### src/rtl/alu_muldiv.sv
// alu_muldiv: sequential multiply/divide unit, one quotient or product bit per cycle.
//   MUL/IMUL: shift-add on operand magnitudes, sign restored at the end.
//   DIV:      restoring divide of {D,A} by B, range-checked up front.
//   IDIV:     signed divide, only when ALU_MULDIV_IDIV_EN is defined; otherwise
//             Operation=11 always finishes as a divide error.
// Operand width n is WIDTH (byteWord=1) or WIDTH/2 (byteWord=0).
//
// state | meaning
// IDLE  | waiting for start; operands captured on acceptance
// PREP  | two cycles: phase 0 takes operand magnitudes, phase 1 range-checks and loads RUN
// RUN   | n iterations, one bit per cycle
// FIX   | sign correction, results and flags written
// DONE  | done pulse, then back to IDLE
module alu_muldiv #(
   parameter int WIDTH = 16
) (
   input  logic             CLK,
   input  logic             RESET_n,
   input  logic             start,
   input  logic [1:0]       Operation,
   input  logic             byteWord,
   input  logic [WIDTH-1:0] A,
   input  logic [WIDTH-1:0] D,
   input  logic [WIDTH-1:0] B,
   output logic             busy,
   output logic             done,
   output logic [WIDTH-1:0] ResultLo,
   output logic [WIDTH-1:0] ResultHi,
   output logic             F_Carry,
   output logic             F_Overflow,
   output logic             F_DivError
);

   localparam int HALF = WIDTH / 2;
   localparam int W2   = 2 * WIDTH;
   localparam int CW   = $clog2(WIDTH);

   localparam logic [1:0] OP_MUL  = 2'b00;
   localparam logic [1:0] OP_IMUL = 2'b01;
   localparam logic [1:0] OP_DIV  = 2'b10;
   localparam logic [1:0] OP_IDIV = 2'b11;

   localparam logic [WIDTH-1:0] ONE_W    = 1;
   localparam logic [W2-1:0]    ONE_2W   = 1;
   localparam logic [CW-1:0]    CNT_ONE  = 1;
   localparam logic [CW-1:0]    CNT_WORD = CW'(WIDTH - 1);
   localparam logic [CW-1:0]    CNT_HALF = CW'(HALF - 1);

   typedef enum logic [2:0] {IDLE, PREP, RUN, FIX, DONE} stateT;

   stateT             state;
   logic              prepPhase;
   logic [1:0]        opReg;
   logic              wordMode;
   logic [WIDTH-1:0]  aReg, dReg, bReg;
   logic [W2-1:0]     dvdMag;      // dividend magnitude, or multiplicand magnitude for MUL/IMUL
   logic [WIDTH-1:0]  magB;        // divisor / multiplier magnitude
   logic              negQuo;      // product or quotient must be negated in FIX
   logic [CW-1:0]     cnt;
   logic [W2-1:0]     prodAcc, mcand;
   logic [WIDTH-1:0]  mplier;
   logic [WIDTH-1:0]  remReg, quoReg;
`ifdef ALU_MULDIV_IDIV_EN
   logic              negRem;      // remainder takes the dividend's sign
   logic              signDvd;
   logic [W2-1:0]     absDvd;
   logic [W2-1:0]     limitPos, limitNeg;
`endif

   logic [WIDTH-1:0]  inMask, maskN;
   logic [W2-1:0]     mask2N;
   logic              signA, signB;
   logic [WIDTH-1:0]  absA, absB;
   logic [W2-1:0]     dvdFull, divLimitU;
   logic [WIDTH-1:0]  dvdHi, dvdLoAligned;
   logic              divFail;
   logic [WIDTH:0]    remSh;
   logic              remFits;
   logic [WIDTH-1:0]  remSub;
   logic [W2-1:0]     prodFinal;
   logic [WIDTH-1:0]  prodLo, prodHi;
   logic              prodLoSign, mulOvf;
   logic [WIDTH-1:0]  quoFinal, remFinal;

   // Datapath: magnitudes, range checks, one iteration step and final sign fix-up
   always_comb begin
      inMask   = byteWord ? {WIDTH{1'b1}} : {{HALF{1'b0}}, {HALF{1'b1}}};
      maskN    = wordMode ? {WIDTH{1'b1}} : {{HALF{1'b0}}, {HALF{1'b1}}};
      mask2N   = wordMode ? {W2{1'b1}} : {{WIDTH{1'b0}}, {WIDTH{1'b1}}};
      signA    = wordMode ? aReg[WIDTH-1] : aReg[HALF-1];
      signB    = wordMode ? bReg[WIDTH-1] : bReg[HALF-1];
      absA     = signA ? ((~aReg + ONE_W) & maskN) : aReg;
      absB     = signB ? ((~bReg + ONE_W) & maskN) : bReg;
      dvdFull  = wordMode ? {dReg, aReg}
                          : {{WIDTH{1'b0}}, dReg[HALF-1:0], aReg[HALF-1:0]};

      // Remainder starts as the dividend high half; the low half is left-aligned
      // so its next bit is always at the MSB whatever n is.
      dvdHi        = wordMode ? dvdMag[W2-1:WIDTH] : {{HALF{1'b0}}, dvdMag[WIDTH-1:HALF]};
      dvdLoAligned = wordMode ? dvdMag[WIDTH-1:0] : {dvdMag[HALF-1:0], {HALF{1'b0}}};

      // Unsigned quotient fits in n bits iff dividend < divisor * 2^n
      divLimitU = wordMode ? {magB, {WIDTH{1'b0}}}
                           : {{HALF{1'b0}}, magB, {HALF{1'b0}}};
      divFail   = (magB == '0) || (dvdMag >= divLimitU);
`ifdef ALU_MULDIV_IDIV_EN
      signDvd  = wordMode ? dReg[WIDTH-1] : dReg[HALF-1];
      absDvd   = signDvd ? ((~dvdFull + ONE_2W) & mask2N) : dvdFull;
      // Positive quotient may reach 2^(n-1)-1, negative may reach -2^(n-1)
      limitPos = wordMode ? ({{WIDTH{1'b0}}, magB} << (WIDTH - 1))
                          : ({{WIDTH{1'b0}}, magB} << (HALF - 1));
      limitNeg = limitPos + {{WIDTH{1'b0}}, magB};
      if (opReg == OP_IDIV)
         divFail = (magB == '0) || (dvdMag >= (negQuo ? limitNeg : limitPos));
`else
      if (opReg == OP_IDIV)
         divFail = 1'b1;
`endif

      remSh   = {remReg, quoReg[WIDTH-1]};
      remFits = remSh >= {1'b0, magB};
      remSub  = remSh[WIDTH-1:0] - magB;

      prodFinal  = negQuo ? ((~prodAcc + ONE_2W) & mask2N) : prodAcc;
      prodLo     = wordMode ? prodFinal[WIDTH-1:0] : {{HALF{1'b0}}, prodFinal[HALF-1:0]};
      prodHi     = wordMode ? prodFinal[W2-1:WIDTH] : {{HALF{1'b0}}, prodFinal[WIDTH-1:HALF]};
      prodLoSign = wordMode ? prodLo[WIDTH-1] : prodLo[HALF-1];
      if (opReg == OP_IMUL)
         mulOvf = prodHi != (prodLoSign ? maskN : '0);
      else
         mulOvf = prodHi != '0;

      quoFinal = quoReg;
      remFinal = remReg;
`ifdef ALU_MULDIV_IDIV_EN
      if (opReg == OP_IDIV) begin
         if (negQuo) quoFinal = (~quoReg + ONE_W) & maskN;
         if (negRem) remFinal = (~remReg + ONE_W) & maskN;
      end
`endif
   end

   // Sequencer FSM with registered status and result outputs
   always_ff @(posedge CLK or negedge RESET_n) begin
      if (!RESET_n) begin
         state      <= IDLE;
         prepPhase  <= 1'b0;
         opReg      <= '0;
         wordMode   <= 1'b0;
         aReg       <= '0;
         dReg       <= '0;
         bReg       <= '0;
         dvdMag     <= '0;
         magB       <= '0;
         negQuo     <= 1'b0;
         cnt        <= '0;
         prodAcc    <= '0;
         mcand      <= '0;
         mplier     <= '0;
         remReg     <= '0;
         quoReg     <= '0;
         busy       <= 1'b0;
         done       <= 1'b0;
         ResultLo   <= '0;
         ResultHi   <= '0;
         F_Carry    <= 1'b0;
         F_Overflow <= 1'b0;
         F_DivError <= 1'b0;
`ifdef ALU_MULDIV_IDIV_EN
         negRem     <= 1'b0;
`endif
      end else begin
         case (state)
            IDLE: begin
               if (start) begin
                  opReg     <= Operation;
                  wordMode  <= byteWord;
                  aReg      <= A & inMask;
                  dReg      <= D & inMask;
                  bReg      <= B & inMask;
                  prepPhase <= 1'b0;
                  busy      <= 1'b1;
                  state     <= PREP;
               end
            end
            PREP: begin
               if (!prepPhase) begin
                  prepPhase <= 1'b1;
                  negQuo    <= 1'b0;
                  magB      <= bReg;
                  case (opReg)
                     OP_MUL:  dvdMag <= {{WIDTH{1'b0}}, aReg};
                     OP_IMUL: begin
                        dvdMag <= {{WIDTH{1'b0}}, absA};
                        magB   <= absB;
                        negQuo <= signA ^ signB;
                     end
                     OP_DIV:  dvdMag <= dvdFull;
                     default: begin
`ifdef ALU_MULDIV_IDIV_EN
                        dvdMag <= absDvd;
                        magB   <= absB;
                        negQuo <= signDvd ^ signB;
                        negRem <= signDvd;
`else
                        dvdMag <= dvdFull;
`endif
                     end
                  endcase
               end else begin
                  prepPhase <= 1'b0;
                  if (opReg[1] && divFail) begin
                     // Results keep their previous values on a divide error
                     F_Carry    <= 1'b0;
                     F_Overflow <= 1'b0;
                     F_DivError <= 1'b1;
                     done       <= 1'b1;
                     state      <= DONE;
                  end else begin
                     prodAcc <= '0;
                     mcand   <= dvdMag;
                     mplier  <= magB;
                     remReg  <= dvdHi;
                     quoReg  <= dvdLoAligned;
                     cnt     <= wordMode ? CNT_WORD : CNT_HALF;
                     state   <= RUN;
                  end
               end
            end
            RUN: begin
               if (opReg[1]) begin
                  if (remFits) begin
                     remReg <= remSub;
                     quoReg <= {quoReg[WIDTH-2:0], 1'b1};
                  end else begin
                     remReg <= remSh[WIDTH-1:0];
                     quoReg <= {quoReg[WIDTH-2:0], 1'b0};
                  end
               end else begin
                  if (mplier[0])
                     prodAcc <= prodAcc + mcand;
                  mcand  <= mcand << 1;
                  mplier <= mplier >> 1;
               end
               if (cnt == '0)
                  state <= FIX;
               else
                  cnt <= cnt - CNT_ONE;
            end
            FIX: begin
               if (opReg[1]) begin
                  ResultLo   <= quoFinal;
                  ResultHi   <= remFinal;
                  F_Carry    <= 1'b0;
                  F_Overflow <= 1'b0;
               end else begin
                  ResultLo   <= prodLo;
                  ResultHi   <= prodHi;
                  F_Carry    <= mulOvf;
                  F_Overflow <= mulOvf;
               end
               F_DivError <= 1'b0;
               done       <= 1'b1;
               state      <= DONE;
            end
            DONE: begin
               done  <= 1'b0;
               busy  <= 1'b0;
               state <= IDLE;
            end
            default: begin
               done  <= 1'b0;
               busy  <= 1'b0;
               state <= IDLE;
            end
         endcase
      end
   end

endmodule

### config.mk
export PLATFORM = sky130hd
export DESIGN_NAME = alu_muldiv
export DESIGN_NICKNAME = d
export VERILOG_FILES = /design/src/rtl/alu_muldiv.sv
export SDC_FILE = /design/constraint.sdc
export NUM_CORES = 1
export LEC_CHECK = 0
export CAP_MARGIN = 20
export CELL_PAD_IN_SITES_DETAIL_PLACEMENT = 0
export CELL_PAD_IN_SITES_GLOBAL_PLACEMENT = 1
export CORE_UTILIZATION = 35
export CTS_CLUSTER_SIZE = 20
export DETAILED_ROUTE_END_ITERATION = 8
export PLACE_DENSITY_LB_ADDON = 0.1
export SETUP_SLACK_MARGIN = 0.15
export SLEW_MARGIN = 20
export SYNTH_ARGS = -nofsm -noshare
export SYNTH_HDL_FRONTEND = slang
export SYNTH_SLANG_ARGS = --single-unit
### constraint.sdc
create_clock -name CLK -period 12 [get_ports CLK]
set_input_delay 3.6 -clock CLK [delete_from_list [all_inputs] [get_ports CLK]]
set_output_delay 3.6 -clock CLK [all_outputs]
set_load 0.02 [all_outputs]
### Word-level counts from Yosys, hierarchy flattened

Index checks and enable logic that the tools add are counted.
Widths: inputs -> output; s select.

| cells by class | value |
|---|---|
| add/subtract/negate cells | 6 |
| $mul | 0 |
| divide/modulo/power cells | 0 |
| magnitude comparators | 2 |
| equal/unequal tests | 15 |
| shift-type cells | 0 |
| muxes and demuxes | 69 |
| bitwise operators | 13 |
| reduce and logical (&&, ||, !) cells | 23 |

Operators with widths:

| kind | number |
|---|---|
| $mux 16 | 22 |
| $mux 32 | 11 |
| $pmux 32 s2 | 3 |
| $pmux 16 s2 | 3 |
| $and 16x16->16 | 5 |
| $add 16x1->16 const B | 2 |
| $add 32x1->32 const B | 1 |
| $add 32x32->32 | 1 |
| $and 32x32->32 | 1 |
| $ge 32x32->1 | 1 |
| $not 16->16 | 2 |
| $not 32->32 | 1 |
| $ne 2x2->1 const B | 9 |
| $ge 17x16->1 | 1 |
| $logic_not 16->1 | 1 |
| $mux 4 | 4 |
| $ne 16x16->1 | 1 |
| $reduce_bool 16->1 | 1 |
| $sub 16x16->16 | 1 |
| $mux 1 | 15 |
| $mux 3 | 4 |
| $pmux 3 s4 | 1 |
| $reduce_and 4->1 | 3 |
| $reduce_and 3->1 | 3 |
| other kinds (20) | 31 |

| word-level totals | value |
|---|---|
| register bits | 256 |
| latch bits | 0 |
| RAM bits | 0 |
| ROM bits | 0 |
| input bits | 54 |
| output and inout bits | 37 |
| word-level logic and storage cells | 150 |
| memories | 0 |

### Depth between registers and ports, before layout

| depth | value |
|---|---|
| depth in word-level cells | 11 |
| mapped depth | 20 |
| mapped depth without buffers | 13 |

### Worst setup path before layout

No wires, ideal clock.

| timing path | value |
|---|---|
| path type | input to register |
| from | input port start |
| to | register aReg[0] |
| library setup time | 125 ps |
| data arrival time | 4723 ps |
| slack | 7152 ps |
| cell stages on the path | 4 |
| cell sequence | nand3b_1 clkbuf_1 clkbuf_1 mux2_2 |

| on the way | value |
|---|---|
| word-level cells in the longest chain between the ends | 1 |

RTL lines:

| what | line | text |
|---|---|---|
| start, declared | 19 | `input logic start,` |
| $reduce_and 2->1 (no source line) | -- |  |
| end signal, assigned | 178 | `aReg <= A & inMask;` |
| end, declared | 55 | `logic [WIDTH-1:0] aReg, dReg, bReg;` |

Every way passes these cells.
A chain may end at the register's enable or synchronous reset.

### Worst setup path in the final report

| timing path | value |
|---|---|
| from | register busy |
| to | output port busy |

RTL lines:

| what | line | text |
|---|---|---|
| start, declared | 25 | `output logic busy,` |
| start signal, assigned | 162 | `busy <= 1'b0;` |
| start signal, assigned | 182 | `busy <= 1'b1;` |
| start signal, assigned | 268 | `busy <= 1'b0;` |

No word-level cell between the ends.

==> flow_summary_export.csv <==
group,metric,value,unit
run_status,run_status,"completed",
timing,max_slew_margin,30.26,%
yosys,synth.net_count,1988,
clock_network,hold_buffers,0,
timing,rsz0062_at_grt,"false",
critical_path,cp-start-kind,"register",
floorplan,start_util,35.72,%
yosys,ys.warnings.count,0,
timing,period_needed,5253,ps
clock_network,cts_buffer_depth,3,
drt,wirelength,50.76,mm
yosys,ys_seq_area_share,40.38,%
yosys,synth_top_cell_area_share,40.38,%
timing,whs,475.7,ps
power,worst_ir_drop_vdd,0.1409,mV
place,place_congestion,0.8752,
yosys,synth_area_per_cell,8.542,µm²
power,netSwitchingFraction,47.26,%
yosys,synth_edf_count,0,
power,comb_power_share,52.0,%
yosys,syn_inst,1857,
clock_network,path_clk_slew,60,ps
yosys,async_flop_share,100.0,%
grt,grt_pass1_wl,79.81,mm
timing,maxSlewViolCount,0,
clock_network,clockRootBuffer,"clkbuf_16",
yosys,synth-main-ff-cell,"dfrtp_1",
timing,post-route-period-util,43.77,%
clock_network,clkSinkCount,256,
critical_path,cp_num_buf_inv,1,
drt,vias,13620,
critical_path,end_kind,"output pin",
timing,tns,0,ps
timing,worst_pin_slew,1033,ps
floorplan,fp.dieH,214.9,µm
cells_and_area,final_nets,2023,
timing,fmax,0.1904,GHz
cells_and_area,layout-drive-gt1-share,6.681,%
critical_path,worstPathMaxFanout,2,
cells_and_area,area_growth,15.49,%
drt,drc,0,
floorplan,rows,77,
yosys,netlist_area,0.01586,mm²
clock_network,cts_resized,0,
critical_path,cp.arrival,1650,ps
grt,grt_max_degree,87,
place,dp_hpwl,36.53,mm
clock_network,cts-buffers-inserted,31,
drt,wl_per_cell,20.22,µm
place,io_buffers,90,
critical_path,critPathKind,"reg2out",
power,seq_power_share,31.8,%
clock_network,htree_levels,1,
worst_hold_path,min_path_type,"reg2reg",
clock_network,cts_tree,"yes",
yosys,ys_ff_latch,256,
timing,final.setup_skew,21.56,ps
yosys,synth_area_leader_cell,"dfrtp_1",
drt,drtPass1Iterations,5,
cells_and_area,fin_cells,2510,
drt,ant_nets,0,
timing,hold_viol,0,
place,dpl.cell_count,2449,
power,power_density,314.1,mW/mm²
power,leakagePower,8.015,nW
critical_path,cp_top_family,"buffers and inverters",
critical_path,crit_path_max_incr_delay,630,ps
floorplan,core,0.04441,mm²
grt,track_usage,22.08,%
clock_network,post_cts_buffers,0,
floorplan,boundaryPins,91,
grt,grt_overflow_total,0,
power,switchingPower,2.719,mW
power,p_int,3.035,mW
yosys,synth_cell_types,82,
critical_path,required,8400,ps
timing,setup_viol,0,
floorplan,die_area,0.04618,mm²
drt,first_iter_violations,869,
grt,first_global_vias,13390,
critical_path,cp_cell_sequence,"clkdlybuf4s50_1",
floorplan,die_x,214.9,µm
critical_path,slowest_stage,"clkdlybuf4s50_1",
clock_network,insertion_delay,610,ps
power,clock_power_share,16.3,%
drt,vias_per_cell,5.424,
run,drv_cap,0,
grt,grt_antenna_before_repair,1,
yosys,synth_area_leaders,"dfrtp_1, nand2_1, ha_1, o21ai_0, nor2_1",
[final timing paths]
kind	cells after the start	endpoint	from	slack [ps]
setup / recovery	1	busy	busy	6750
hold / removal	2	ResultLo[5]	ResultLo[5]	480
setup reg to reg	13	remFinal[4]	wordMode	7250
hold reg to reg	2	ResultLo[5]	ResultLo[5]	480
max in group asynchronous	3	wordMode	RESET_n	7050
min in group asynchronous	1	mcand[2]	RESET_n	2910
[worst register-to-register path, cell delays in order (launching register included)]
cell	delay, ps
dfrtp_4	710
clkinv_1	660
nand2_1	220
ha_1	260
a21o_1	160
a211oi_1	240
o21ai_0	130
a311oi_2	290
a211oi_1	120
a2111o_1	410
buf_4	300
and2_1	450
buf_4	370
a221oi_1	320
[metrics by stage]
step	util [%]	area, µm²	setup slack (ps)	power, mW
after floorplan	-	15860	7152	3.843
after global placement	38.83	17240	6103	4.784
after detailed placement	38.85	17260	6100	4.824
after CTS	41.11	18260	6705	5.787
after global routing	41.24	18320	6603	6.258
final	41.25	18320	6747	5.754
[routing by layer]
layer | vias to the layer above | global-route usage, % | wire, µm
met1 | 6570 | 30.85 | 24200
li1 | 6731 | - | -
met5 | - | 0 | 0
met3 | 66 | 2.307 | 1773
met4 | 0 | 5.857 | 1265
met2 | 248 | 36.25 | 23520
[state kept, by name, summed over array words and instances, names as in the netlist, 2 cells and up]
signal and cells:
mcand 32, ResultHi 16, cnt 4, bReg 16, magB 16, ResultLo 16, aReg 16, dvdMag 32
prodAcc 32, quoFinal 16, dReg 16, remFinal 16, mplier 16, opReg 2, state 3
[power by group through the flow]
stage          clock network, mW  registers, mW  logic [mW]
3_3_place_gp                   0           1.84        2.94
6_report                   0.936           1.83        2.99
4_1_cts                    0.964           1.83        2.99
5_1_grt                    0.999           1.88        3.38
2_1_floorplan                  0           1.59        2.25
3_5_place_dp                   0           1.84        2.98
[final cells by class]
| type | count | area, µm² |
|---|---|---|
| fill | 4509 | 26090 |
| multi-input combinational | 1435 | 8830 |
| sequential | 256 | 6411 |
| timing repair buffer | 113 | 1122 |
| clock buffer | 48 | 889.6 |
| tap | 592 | 740.7 |
| inverter | 55 | 206.4 |
| clock inverter | 9 | 115.1 |
| antenna | 2 | 5.005 |
[cell families after synthesis]
kind of cell             after synthesis  synth area share [%]
AO/OA/AOI/OAI                        495                 19.82
XOR/XNOR                              73                 4.031
adder cells (fa/ha/maj)               77                 6.168
buffers and inverters                166                 4.086
flip-flops                           256                 40.38
multiplexers                          73                 4.890
AND/OR/NAND/NOR                      717                 20.62
[synthesized netlist by cell type, drive strengths merged (4+ instances only)]
library cell,count
nand2,337
dfrtp,256
o21ai,178
nor2,151
a21oi,91
clkbuf,87
ha,75
nand3,62
a31oi,55
inv,54
xnor2,46
mux2i,40
mux2,33
nor3,29
xor2,27
buf,24
and3,22
a21o,20
nor2b,19
or3,19
a221oi,17
nor4,14
a211oi,13
o41ai,13
a2111oi,11
and2,11
nand2b,11
nand4,11
a22o,10
o21a,10
o31ai,8
and4,7
a211o,6
a22oi,6
o21bai,6
a222oi,5
o211ai,5
or2,5
or4,5
nor3b,4
o221ai,4
[cell usage in the layout, fill, tap and decap left out, types with 7 or more instances in the layout]
master           synthesis  final
clkbuf_1                87     12
dfrtp_1                256    254
o21ai_0                174    173
xor2_1                  27     27
nor3_1                  27     27
o21a_1                  10     10
nand4_1                  9      9
a221oi_1                17     17
nor2_1                 151    151
clkbuf_16                0     31
nand2b_1                11     11
and2_1                  10      9
nand3_1                 62     62
and4_1                   7      7
ha_1                    75     75
nor4_1                  12     12
a31oi_1                 55     55
o31ai_1                  7      7
a21o_1                  20     20
a211oi_1                13     13
a21oi_1                 91     91
mux2_2                  32     32
a2111oi_0               10      9
nand2_1                337    334
buf_4                    1     20
and3_1                  22     22
xnor2_1                 46     46
inv_1                   54     54
clkdlybuf4s50_1          0     89
o41ai_1                 13     13
a22o_1                  10     10
nor2b_1                 19     19
mux2i_1                 40     40
or3_1                   18     18
No activity file was read; power rests on OpenSTA's default activity.
